===== config.mk =====
export PLATFORM = sky130hd
export DESIGN_NAME = freq_synth_nco
export DESIGN_NICKNAME = d
export VERILOG_FILES = /design/src/rtl/freq_synth_nco.sv
export SDC_FILE = /design/constraint.sdc
export NUM_CORES = 1
export LEC_CHECK = 0
export BUFFER_PORTS_ARGS = -buffer_cell sky130_fd_sc_hd__buf_2
export CAP_MARGIN = 20
export CORE_MARGIN = 2
export CORE_UTILIZATION = 40
export DETAILED_ROUTE_END_ITERATION = 8
export SYNTH_ARGS = -nofsm -noshare
export SYNTH_HDL_FRONTEND = slang
export SYNTH_SLANG_ARGS = --single-unit

===== constraint.sdc =====
create_clock -name ref_clk -period 3.35 [get_ports ref_clk]
set_input_delay 0.335 -clock ref_clk [delete_from_list [all_inputs] [get_ports ref_clk]]
set_output_delay 0.335 -clock ref_clk [all_outputs]
set_load 0.02 [all_outputs]

===== src/rtl/freq_synth_nco.sv =====
// freq_synth_nco: converts a requested frequency in Hz into an NCO tuning word and
// synthesises out_clk/tick on ref_clk. Define FREQ_SYNTH_BURST_EN for burst mode.
module freq_synth_nco #(
  parameter int unsigned REF_HZ = 32'd10_000_000,
  parameter int unsigned ACC_W  = 32
) (
  input  logic             ref_clk,
  input  logic             rst_,
  input  logic             en,
  input  logic             load,
  input  logic [31:0]      freq_hz,
  input  logic             stop,
  output logic             ready,
  output logic             err,
  output logic [ACC_W-1:0] tuning_word,
  output logic             out_clk,
  output logic             tick
`ifdef FREQ_SYNTH_BURST_EN
  ,
  input  logic [15:0]      burst_len,
  output logic             done
`endif
);

  // state | meaning
  // IDLE  | accumulator cleared, outputs quiet, waiting for load
  // CALC  | restoring divider computing the tuning word; a previous word may keep running
  // RUN   | accumulator advances by tuning_word on every en cycle
  typedef enum logic [1:0] {
    S_IDLE = 2'd0,
    S_CALC = 2'd1,
    S_RUN  = 2'd2
  } state_t;

  localparam int unsigned      CNT_W    = $clog2(ACC_W + 1);
  localparam logic [CNT_W-1:0] CNT_INIT = CNT_W'(ACC_W);
  localparam logic [32:0]      REF33    = 33'(REF_HZ);

  state_t           state_q, state_d;
  logic [ACC_W-1:0] acc_q, acc_d;
  logic             out_clk_q, out_clk_d;
  logic             tick_q, tick_d;
  logic [ACC_W-1:0] tw_q, tw_d;
  logic             err_q, err_d;
  logic [32:0]      rem_q, rem_d;
  logic [ACC_W-1:0] quo_q, quo_d;
  logic [CNT_W-1:0] cnt_q, cnt_d;
  logic             bg_q, bg_d;

  logic [ACC_W:0]   sum;
  logic [32:0]      rem_sh;
  logic             rem_ge;
  logic [32:0]      freq_dbl;
  logic             too_fast;
  logic             advance;
  logic             go_idle;

`ifdef FREQ_SYNTH_BURST_EN
  logic [15:0]      blen_pend_q, blen_pend_d;
  logic [15:0]      bleft_q, bleft_d;
  logic             burst_on_q, burst_on_d;
  logic             done_q, done_d;
`endif

  assign sum      = {1'b0, acc_q} + {1'b0, tw_q};
  assign rem_sh   = rem_q << 1;
  assign rem_ge   = (rem_sh >= REF33);
  assign freq_dbl = {freq_hz, 1'b0};
  assign too_fast = (freq_dbl >= REF33);
  // bg_q keeps the previous word running while a reload is being divided
  assign advance  = en && ((state_q == S_RUN) || ((state_q == S_CALC) && bg_q));

  always_comb begin
    state_d   = state_q;
    acc_d     = acc_q;
    out_clk_d = out_clk_q;
    tick_d    = 1'b0;
    tw_d      = tw_q;
    err_d     = err_q;
    rem_d     = rem_q;
    quo_d     = quo_q;
    cnt_d     = cnt_q;
    bg_d      = bg_q;
    go_idle   = 1'b0;
`ifdef FREQ_SYNTH_BURST_EN
    blen_pend_d = blen_pend_q;
    bleft_d     = bleft_q;
    burst_on_d  = burst_on_q;
    done_d      = 1'b0;
`endif

    if (advance) begin
      acc_d     = sum[ACC_W-1:0];
      tick_d    = sum[ACC_W];
      out_clk_d = acc_q[ACC_W-1];
`ifdef FREQ_SYNTH_BURST_EN
      if ((state_q == S_RUN) && sum[ACC_W] && burst_on_q && (bleft_q != 16'd0))
        bleft_d = bleft_q - 16'd1;
`endif
    end

    if (stop) begin
      go_idle = 1'b1;
    end
`ifdef FREQ_SYNTH_BURST_EN
    else if ((state_q == S_RUN) && burst_on_q && tick_q && (bleft_q == 16'd0)) begin
      go_idle = 1'b1;
      done_d  = 1'b1;
    end
`endif
    else if (load && (state_q != S_CALC)) begin
      if (freq_hz == 32'd0) begin
        go_idle = 1'b1;
        tw_d    = '0;
        err_d   = 1'b0;
      end else if (too_fast) begin
        err_d = 1'b1;
      end else begin
        err_d   = 1'b0;
        rem_d   = {1'b0, freq_hz};
        quo_d   = '0;
        cnt_d   = CNT_INIT;
        bg_d    = (state_q == S_RUN);
        state_d = S_CALC;
`ifdef FREQ_SYNTH_BURST_EN
        blen_pend_d = burst_len;
`endif
      end
    end else if ((state_q == S_CALC) && en) begin
      if (cnt_q != '0) begin
        rem_d = rem_ge ? (rem_sh - REF33) : rem_sh;
        quo_d = {quo_q[ACC_W-2:0], rem_ge};
        cnt_d = cnt_q - CNT_W'(1);
      end else begin
        // phase reset: the new word starts from a cleared accumulator
        tw_d      = quo_q;
        acc_d     = '0;
        out_clk_d = 1'b0;
        tick_d    = 1'b0;
        bg_d      = 1'b0;
        state_d   = S_RUN;
`ifdef FREQ_SYNTH_BURST_EN
        bleft_d    = blen_pend_q;
        burst_on_d = (blen_pend_q != 16'd0);
`endif
      end
    end

    if (go_idle) begin
      state_d   = S_IDLE;
      acc_d     = '0;
      out_clk_d = 1'b0;
      tick_d    = 1'b0;
      rem_d     = '0;
      quo_d     = '0;
      cnt_d     = '0;
      bg_d      = 1'b0;
    end
  end

  always_ff @(posedge ref_clk or negedge rst_) begin
    if (!rst_) begin
      state_q   <= S_IDLE;
      acc_q     <= '0;
      out_clk_q <= 1'b0;
      tick_q    <= 1'b0;
      tw_q      <= '0;
      err_q     <= 1'b0;
      rem_q     <= '0;
      quo_q     <= '0;
      cnt_q     <= '0;
      bg_q      <= 1'b0;
    end else begin
      state_q   <= state_d;
      acc_q     <= acc_d;
      out_clk_q <= out_clk_d;
      tick_q    <= tick_d;
      tw_q      <= tw_d;
      err_q     <= err_d;
      rem_q     <= rem_d;
      quo_q     <= quo_d;
      cnt_q     <= cnt_d;
      bg_q      <= bg_d;
    end
  end

`ifdef FREQ_SYNTH_BURST_EN
  always_ff @(posedge ref_clk or negedge rst_) begin
    if (!rst_) begin
      blen_pend_q <= '0;
      bleft_q     <= '0;
      burst_on_q  <= 1'b0;
      done_q      <= 1'b0;
    end else begin
      blen_pend_q <= blen_pend_d;
      bleft_q     <= bleft_d;
      burst_on_q  <= burst_on_d;
      done_q      <= done_d;
    end
  end

  assign done = done_q;
`endif

  assign ready       = (state_q != S_CALC);
  assign err         = err_q;
  assign tuning_word = tw_q;
  assign out_clk     = out_clk_q;
  assign tick        = tick_q;

endmodule

==> summary.md <==
| Metric | Value |
|---|---|
| Status | finished, violations left |
| Failing checks | negative hold slack |
| WHS | -0.0172 ns |
| Slew @ Worst Pin | roughly 1.0 ns |
| Routed WL | 20700 um |
| Post-synthesis cell count | about 950 |
| GRT Total Usage | between 10% and 20% |
| Number of flops mapped to enable cells by yosys | 0 |
| Final #Nets | 1082 |
| LEAKAGE | around 0.0044 uW |
| Peak supply drop | 252 uV |
| Via count | ~7.2k |
| Crit path capture type | flip-flop |
| Hpwl dp | roughly 15000 um |
| Depth of the CTS H-tree | 4 |
| First-pass GRT wire length | 34700 um |
| Prevailing post-synth register cell | dfrtp_1 |
| CTS tree | built |
| Clock root buffer | clkbuf_16 |
| Diodes inserted | 0 |
| Clock latency on the worst-skew pair | roughly 0.43 ns |
| FF+latch count, synth | 140 |
| Final hold violations | 20 |
| Clk slew on worst S/H paths | approximately 0.070 ns |
| Setup violations, final | 0 |
| Largest net degree at the start of global routing | 88 |
| Comb pwr share | under 10% |
| I/O pins | 73 |
| Fraction of layout cells with a size suffix above 1 | a little over an eighth |
| Ys Warns | 0 |
| Synth async-reset ratio | 100% |
| CTS max path bufs | 2 |
| Post-CTS Setup Bufs | 0 |
| Congestion Overflow GR | 0 |
| Skew final | 0.0125 ns |
| P&R area growth vs syn | 15.6% |
| Crit-path max FO | 4 |
| FMAX | 335 MHz |
| Pre-Repair DR Iteration Count | 5 |
| CTS resizes | 0 |
| Pwr/cell area | roughly 410 nW/um^2 |
| Synthesized Nets | 1023 |
| Tot Pwr | 3850 uW |
| Final min period | around 3 ns |
| Post-synth top area share | 42.7% |
| Area of the die | between 20000 and 25000 um^2 |
| Max_cap viols | 0 |
| Initial Utilization | approximately two fifths |
| Kind of critical path | reg -> reg |
| CP Data Required Time | ~3.7 ns |
| Clk sinks | 140 |
| Antenna violations before repair | 0 |
| DRT antenna net count | 0 |
| Vert. Die Dim | roughly 150 um |
| Via/cell ratio | 5.55 |
| Inst Count DP | ~1.3k |
| Die Width | roughly 150 um |
| P_int | between 2000 and 3000 uW |
| Switching Power | roughly 900 uW |
| # DRC | 0 |
| Cell Area, Synth | between 8000 and 9000 um^2 |
| DRC marker count from the first detailed-route iteration | about 320 |
| Crit path launch type | flip-flop |
| GPL Wtd Cong | ~0.85 |
| Core area | between 20000 and 25000 um^2 |
| Ranking of synthesized cells by area | dfrtp_1, nand2_1, ha_1 |
| Area leader, netlist | dfrtp_1 |
| Hold Path Class | in -> async |
| Worst slew margin | 31.6% |
| Yosys cell types | between 60 and 70 |
| Layout filler cell count | roughly 2k |
| Slew Viols, Final | 0 |
| Number of port buffers | 72 |
| Final TNS setup | 0 ns |
| FF-to-FF Start | tuning_word[0] |
| Post-synthesis sequential area ratio | a little over two fifths |
| Vias in the first global route | 6829 |
| FP Rows | 52 |
| Arr. time, crit path | 3.35 ns |
| Seq pwr share | a little over two fifths |
| Post-CTS Hold Buffers | 0 |
| Most frequent cell after synthesis | nand2_1 |
| Avg WL per Cell | between 15 and 20 um |
| Clock power share | a little over half |
| Switching portion of total power | 22.7% |
| Synth cell count leaders | nand2_1, dfrtp_1, o21ai_0 |
| Avg Synthesized Cell Area | ~8.7 um^2 |
| RSZ-0062 raised after global routing | false |
| Post-route clock period utilization | around nine tenths |
| Crit path from | tuning_word[0] |
| Fin cells | 1290 |
| TritonCTS Buffers | 17 |
-- worst paths after layout --
path	endpoint	slack, ns	cells past startpoint
min	acc_q[12]	-0.02	1
max	acc_q[26]	0.36	11
min reg2reg	rem_q[31]	0.49	2
min in group ref_clk	rem_q[0]	0.18	3
max reg2reg	acc_q[26]	0.36	11
max in group asynchronous	tuning_word[23]	2.56	2
-- cell families (layout without fill, tap and decap cells) --
family                   Yosys count  in the layout  synth area share (%)
buffers and inverters             71            142                  3.60
AO/OA/AOI/OAI                    283            283                  22.2
flip-flops                       140            140                  42.7
multiplexers                       9              9                  1.10
AND/OR/NAND/NOR                  378            378                  21.4
adder cells (fa/ha/maj)           37             37                  5.73
XOR/XNOR                          31             31                  3.31
-- registers in the layout, indices dropped and copies added (netlist names) --
register and cells:
tuning_word 32, state_q 2, rem_q 32, out_clk 1, bg_q 1, quo_q 32, err 1, tick 1
cnt_q 6, acc_q 32
-- layout by cell type, fill, tap and decap left out, types with 4 or more instances in the layout --
cell	instances
o31ai_1	15
clkinvlp_4	4
inv_1	18
nor3_1	19
nand3_1	40
or3_1	16
nand2_1	165
a211oi_1	10
o21ai_0	76
nand2b_1	7
and2_1	8
a21o_1	18
nor2_1	70
clkbuf_16	17
and3_1	10
buf_2	71
o21a_1	8
xnor2_1	12
buf_4	20
mux2i_1	9
a211o_1	5
xor2_1	19
a31oi_1	7
nor4_1	10
nand4_1	7
nor2b_1	7
bufinv_16	4
ha_1	36
a22o_1	33
a21oi_1	71
dfrtp_1	140
a32o_1	4
o211ai_1	5
-- critical path: stages, from the launching register on --
cell	delay, ns
dfrtp_1	0.37
ha_1	0.18
inv_1	0.06
fa_1	0.37
nand2b_1	0.19
a21oi_1	0.23
o211ai_1	0.23
a311o_1	0.42
nand3_1	0.21
a21boi_0	0.16
or4_1	0.41
nand3_1	0.08
-- power groups by stage --
stage | clock, uW | combinational, uW | sequential, uW
after floorplan | 0 | 63.6 | 1720
after global placement | 0 | 159 | 1720
after detailed placement | 0 | 159 | 1720
after CTS | 2040 | 159 | 1690
after global routing | 2130 | 175 | 1690
final | 2010 | 155 | 1690
-- per-stage QoR --
step	worst slack [ns]	area, um^2	utilization [%]
final	0.365	9490	47.0
after global routing	0.196	9490	47.0
after floorplan	0.627	8210	-
after CTS	0.387	9470	46.9
after detailed placement	0.399	8850	43.9
after global placement	0.478	8850	43.9
-- per-layer routing --
metal / routed length [um] / track usage, % / vias up
li1: - / - / 3536
met1: 9880 / 27.2 / 3422
met2: 9560 / 31.4 / 177
met3: 1020 / 4.10 / 24
met4: 249 / 5.87 / 0
met5: 0 / 0 / -
-- layout make-up --
type | count | area, um^2 | share of cell area, %
clock inverter | 14 | 195 | 2.06
sequential | 140 | 3500 | 36.9
tap | 270 | 338 | 3.56
timing repair buffer | 93 | 537 | 5.66
clock buffer | 17 | 425 | 4.48
inverter | 18 | 67.6 | 0.712
multi-input combinational | 738 | 4420 | 46.6
(Power assumes the default switching activity.)
